### src/rtl/sha1_msg_padder.sv
// Byte-stream front end for the two-block SHA-1 core: buffers a 56..119 byte message,
// applies 0x80 / zero / 64-bit length padding and issues the restart train. Optional: SHA1_PAD_ERR_CNT_EN.
module sha1_msg_padder #(
    parameter int RESTART_CYCLES = 16,
    parameter int MIN_LEN        = 56,
    parameter int MAX_LEN        = 119
) (
    input  logic          clk,
    input  logic          rst_n,
    input  logic [7:0]    s_data,
    input  logic          s_valid,
    input  logic          s_last,
    output logic          s_ready,
    input  logic          sha_ready,
    output logic [1023:0] data_out,
    output logic          restart,
    output logic          busy,
    output logic          len_err
`ifdef SHA1_PAD_ERR_CNT_EN
    ,
    output logic [7:0]    err_cnt
`endif
);

    typedef enum logic [2:0] {IDLE, COLLECT, PAD, WAIT_RDY, ISSUE, DRAIN} state_t;

    state_t        state, state_nxt;
    logic [6:0]    cnt;
    logic [5:0]    rcnt;
    logic [7:0]    buffer [128];
    logic [1023:0] padded;
    logic [9:0]    pos;
    logic [15:0]   len_bits;
    logic          hs;
    logic          len_ok;

    assign hs       = s_valid && s_ready;
    assign len_ok   = (cnt >= 7'(MIN_LEN)) && (cnt <= 7'(MAX_LEN));
    assign len_bits = {6'b0, cnt, 3'b000};

    always_ff @(posedge clk) begin
        if (!rst_n) state <= IDLE;
        else        state <= state_nxt;
    end

    always_comb begin
        state_nxt = state;
        case (state)
            IDLE:     if (hs) state_nxt = s_last ? PAD : COLLECT;
            COLLECT:  if (hs) begin
                          if (s_last)                  state_nxt = PAD;
                          else if (cnt == 7'(MAX_LEN)) state_nxt = DRAIN;
                      end
            PAD:      state_nxt = len_ok ? WAIT_RDY : IDLE;
            WAIT_RDY: if (sha_ready) state_nxt = ISSUE;
            ISSUE:    if (rcnt == 6'(RESTART_CYCLES - 1)) state_nxt = IDLE;
            DRAIN:    if (hs && s_last) state_nxt = IDLE;
            default:  state_nxt = IDLE;
        endcase
    end

    always_comb begin
        s_ready = (state == IDLE) || (state == COLLECT) || (state == DRAIN);
        restart = (state == ISSUE);
        busy    = (state != IDLE);
        len_err = ((state == PAD) && !len_ok) || ((state == DRAIN) && hs && s_last);
    end

    always_ff @(posedge clk) begin
        if (!rst_n) begin
            cnt  <= '0;
            rcnt <= '0;
        end else begin
            if (hs && state == IDLE)         cnt <= 7'd1;
            else if (hs && state == COLLECT) cnt <= cnt + 7'd1;
            rcnt <= (state == ISSUE) ? rcnt + 6'd1 : '0;
        end
    end

    always_ff @(posedge clk) begin
        if (hs && state == IDLE)         buffer[0]   <= s_data;
        else if (hs && state == COLLECT) buffer[cnt] <= s_data;
    end

    // Byte p lands big-endian within 32-bit word p/4; length occupies bytes 126/127 only.
    always_comb begin
        padded = '0;
        pos    = '0;
        for (int unsigned p = 0; p < 120; p++) begin
            pos = 10'(32 * (p / 4) + 8 * (3 - p % 4));
            if (p < 32'(cnt))       padded[pos +: 8] = buffer[7'(p)];
            else if (p == 32'(cnt)) padded[pos +: 8] = 8'h80;
        end
        padded[1007:1000] = len_bits[15:8];
        padded[999:992]   = len_bits[7:0];
    end

    always_ff @(posedge clk) begin
        if (!rst_n)                     data_out <= '0;
        else if (state == PAD && len_ok) data_out <= padded;
    end

`ifdef SHA1_PAD_ERR_CNT_EN
    always_ff @(posedge clk) begin
        if (!rst_n)                         err_cnt <= '0;
        else if (len_err && err_cnt != 8'hFF) err_cnt <= err_cnt + 8'd1;
    end
`endif

endmodule

### config.mk
export PLATFORM = sky130hd
export DESIGN_NAME = sha1_msg_padder
export DESIGN_NICKNAME = d
export VERILOG_FILES = /design/src/rtl/sha1_msg_padder.sv
export SDC_FILE = /design/constraint.sdc
export NUM_CORES = 2
export LEC_CHECK = 0
export ABC_CLOCK_PERIOD_IN_PS = 8150
export CAP_MARGIN = 20
export CORE_ASPECT_RATIO = 1.25
export CORE_MARGIN = 2
export CORE_UTILIZATION = 35
export DETAILED_ROUTE_END_ITERATION = 8
export DONT_BUFFER_PORTS = 1
export HOLD_SLACK_MARGIN = 0.03
export PLACE_DENSITY_LB_ADDON = 0.3
export SYNTH_ARGS = -nofsm -noshare
export SYNTH_HDL_FRONTEND = slang
export SYNTH_SLANG_ARGS = --single-unit
### constraint.sdc
create_clock -name clk -period 8.15 [get_ports clk]
set_clock_uncertainty 0.2 [all_clocks]
set_input_delay 2.445 -clock clk [delete_from_list [all_inputs] [get_ports clk]]
set_output_delay 2.445 -clock clk [all_outputs]
set_load 0.02 [all_outputs]
==> reports/summary.md <==
The via count of the first global-routing pass was 46731; the count of hold-fix buffers inserted at cts was 0. After routing the design area is 0.0768 mm^2. For the post-detailed-placement cell area, the log shows 0.0704 mm^2. Fill cells in the final layout number 18745.

The peak fanout along the critical path was 35. The min-delay analysis places its worst path in the category reg2reg. The count of nets left with antenna violations once routing finished came out at 0.

The total setup buffers inserted after CTS was 0. Setup repair after global routing left no endpoint under its margin. The number of port buffers is 0, and the chip width is 400 um.

Entering global routing, the biggest net connects 259 pins. In the final timing run, aggregate negative setup slack is 0 ns. The worst register-to-register path begins at cnt[5].

In this run the count of I/O pins placed on the die edge is 1041. Critical path launch point type: a flop. After the first detailed-routing iteration, the DRC count stood at 4559. After synthesis, the cell types taking the most area are sky130_fd_sc_hd__edfxtp_1 42%, sky130_fd_sc_hd__dfxtp_1 29%, sky130_fd_sc_hd__a21oi_1 6.9%.

The final critical path time including I/O delays and setup works out to 5.90 ns. The routed design has 263 mm of wire. By startpoint and endpoint, the worst setup path is classified as reg2out.

The run gives 0.352 as the initial core utilization. Counting every instance in the synthesized netlist gives 5859. The first TritonRoute pass finished after 5 iterations. The post-cts repair resize count was 0. The share of synthesized area occupied by flip-flops and latches was 0.704; the clock latency of the later-clocked register in the worst-skew pair was 0.86 ns. In this run, synthesis inferred 953 flip-flops with an integrated enable. Dividing the detail-routed via count by the number of cells gives 5.79. The run gives 0.195 mm^2 as the area of the core. The clock-pin slew on the worst setup and hold paths came out at 0.06 ns. The tools report the data arrival at the endpoint of the critical path as 3.26 ns.

The first global-routing pass estimated 362 mm of wire. For the via count of the routed design, the log shows 48052. The final weighted congestion of routability-driven global placement is 0.844. Sorting the synthesized cells by how often they occur yields 983 x sky130_fd_sc_hd__dfxtp_1, 953 x sky130_fd_sc_hd__edfxtp_1, 945 x sky130_fd_sc_hd__a21oi_1, 888 x sky130_fd_sc_hd__o21ai_0, 483 x sky130_fd_sc_hd__nand3_1. After detailed routing, the average wire length per cell comes to 31.7 um. Max-cap violations in this run came to 0. The synthesized netlist occupies a cell area of 0.0686 mm^2.

The buffer levels on the longest clock path is 3, and the floorplan row count is 181. After synthesis the netlist holds a flip-flop and latch count of 1936. The number of instances on the worst hold path came out at 1. For the number of distinct library cell variants in the gate-level netlist after synthesis, the log shows 78. The worst register-to-register path ends at data_out[213]. The die is 499 um tall. Setup violations remaining at the end of the flow were counted as 0. Power spread over the standard cell area amounts to 254 mW/mm^2.

After synthesis, the mean cell area works out to 11.7 um^2. Across the VDD grid, the largest voltage drop is 0.221 mV. The die covers 0.200 mm^2. Number of levels the H-tree was split into: 4.

Final max-slew violation count: 0. The run gives 5.51 ns as the required time of the critical path. In this run the static leakage power is 22.9 nW.

The total global routing track utilization came out at 0.252. TritonCTS built the clock tree. The timing-limited maximum frequency is 169 MHz, and the number of buffers inserted during clock tree synthesis is 184. The layout overhead on the synthesized area is 11.9%, and the number of hold violations in the final report is 0. Master cell of the clock root buffer: sky130_fd_sc_hd__clkbuf_16. The count of synthesis-stage warnings from yosys is 0, and the share of Yosys cell area claimed by the top area cell type is 0.417. Most used flip-flop cell after synthesis: sky130_fd_sc_hd__dfxtp_1. Across all hold checks on the routed design, the worst slack comes to 0.244 ns.

The flow ran to the end, and the final reports show no timing, DRC or antenna violations. The tools report the tightest slew margin relative to the limit as 0.0673. The final clock period utilization by the worst path was 0.724; the total half-perimeter wirelength after legalization and detailed placement was 164 mm. Clock tree synthesis found a total of 1936 sinks.

In the final design database the tool counted 5584 nets. The most common cell in the synthesized netlist is sky130_fd_sc_hd__dfxtp_1. The slew at the pin closest to its max-slew limit was 1.40 ns. The total overflow left after global routing is 0.

The largest area contributor in the synthesized netlist is sky130_fd_sc_hd__edfxtp_1. Timing startpoint of the critical path: cnt[5]. For the worst flop-to-flop path, the logic depth is 7. Across all register-to-register paths, the minimum setup slack is 3.19 ns. In the routed design, unresolved DRC markers number 0. The async set-reset flop share out of synthesis was 0. Sort of element at the end of the critical path: a primary output. The initial antenna violation count is 10. The ratio of cells with drive above 1 in the final layout works out to 0.0810. The critical path endpoint was len_err. The post-layout utilization of the core was 0.394.
[cells in the final DEF, fill, tap and decap left out, types with 78 or more instances in the layout]
master                        n
sky130_fd_sc_hd__dfxtp_1    976
sky130_fd_sc_hd__a21oi_1    939
sky130_fd_sc_hd__nor2_1     135
sky130_fd_sc_hd__nand3_1    477
sky130_fd_sc_hd__clkbuf_16  186
sky130_fd_sc_hd__nand2_1     95
sky130_fd_sc_hd__o21ai_0    888
sky130_fd_sc_hd__nand4_1    402
sky130_fd_sc_hd__edfxtp_1   953
sky130_fd_sc_hd__buf_4       78
[how the worst min path moves through the flow]
| stage | to | slack [ns] | from |
|---|---|---|---|
| 2_1_floorplan | rcnt[0] | 0.22 | rcnt[0] |
| 3_3_place_gp | rcnt[0] | 0.23 | rcnt[0] |
| 3_5_place_dp | data_out[761] | 0.24 | buffer[92][1] |
| 4_1_cts | data_out[763] | 0.25 | buffer[92][3] |
| 5_1_grt | data_out[763] | 0.26 | buffer[92][3] |
| 6_report | data_out[763] | 0.24 | buffer[92][3] |
[critical path, stage by stage, from the launching register on]
cell                      delay, ns
sky130_fd_sc_hd__dfxtp_2       0.85
sky130_fd_sc_hd__and3_1        0.62
sky130_fd_sc_hd__xnor2_4       0.10
sky130_fd_sc_hd__o21ai_0       0.54
sky130_fd_sc_hd__nand2_1       0.31
[metrics by stage]
| step | cells | setup WS (ns) | total power [mW] |
|---|---|---|---|
| 5_1_grt | 8293 | 2.23 | 20.0 |
| 3_5_place_dp | 7937 | 2.29 | 10.9 |
| 3_3_place_gp | 7929 | 2.34 | 10.9 |
| 4_1_cts | 8287 | 2.31 | 19.6 |
| 6_report | 8297 | 2.25 | 19.5 |
| 2_1_floorplan | 5915 | 2.64 | 10.7 |
[flip-flops by register name, indices dropped and copies added, names as in the netlist]
signal,count
buffer,953
state,3
data_out,967
cnt,7
rcnt,6
[where the power goes]
part	internal [mW]	switching, mW
clock	4.90	3.94
sequential	10.2	0.00750
combinational	0.0435	0.417
total	15.1	4.36
[cells by family after synthesis]
kind of cell	synth area share
compound gates	0.156
flops	0.704
simple gates	0.0951
buf+inv	0.0410
mux	0.00171
xor+xnor	0.00150
fa+ha+maj	0.000912
other cells	0.0000546
[layer usage]
| metal | routed length [um] | part of all wire | global-route usage |
|---|---|---|---|
| met5 | 40 | 0.00015 | 0 |
| met4 | 10600 | 0.040 | 0.0981 |
| met3 | 32000 | 0.12 | 0.114 |
| met2 | 121000 | 0.46 | 0.403 |
| met1 | 98800 | 0.38 | 0.295 |
[layout make-up]
class / instances / area [um^2] / area share
clock buffers: 252 / 5070 / 0.0661
clock inverters: 98 / 1180 / 0.0153
flip-flops and latches: 1936 / 48300 / 0.629
well taps: 2562 / 3210 / 0.0418
multi-input cells: 3328 / 17900 / 0.234
diodes: 5 / 12.5 / 0.000163
inverters: 15 / 63.8 / 0.000831
repair buffers: 101 / 1000 / 0.0130
(Power assumes the default switching activity.)
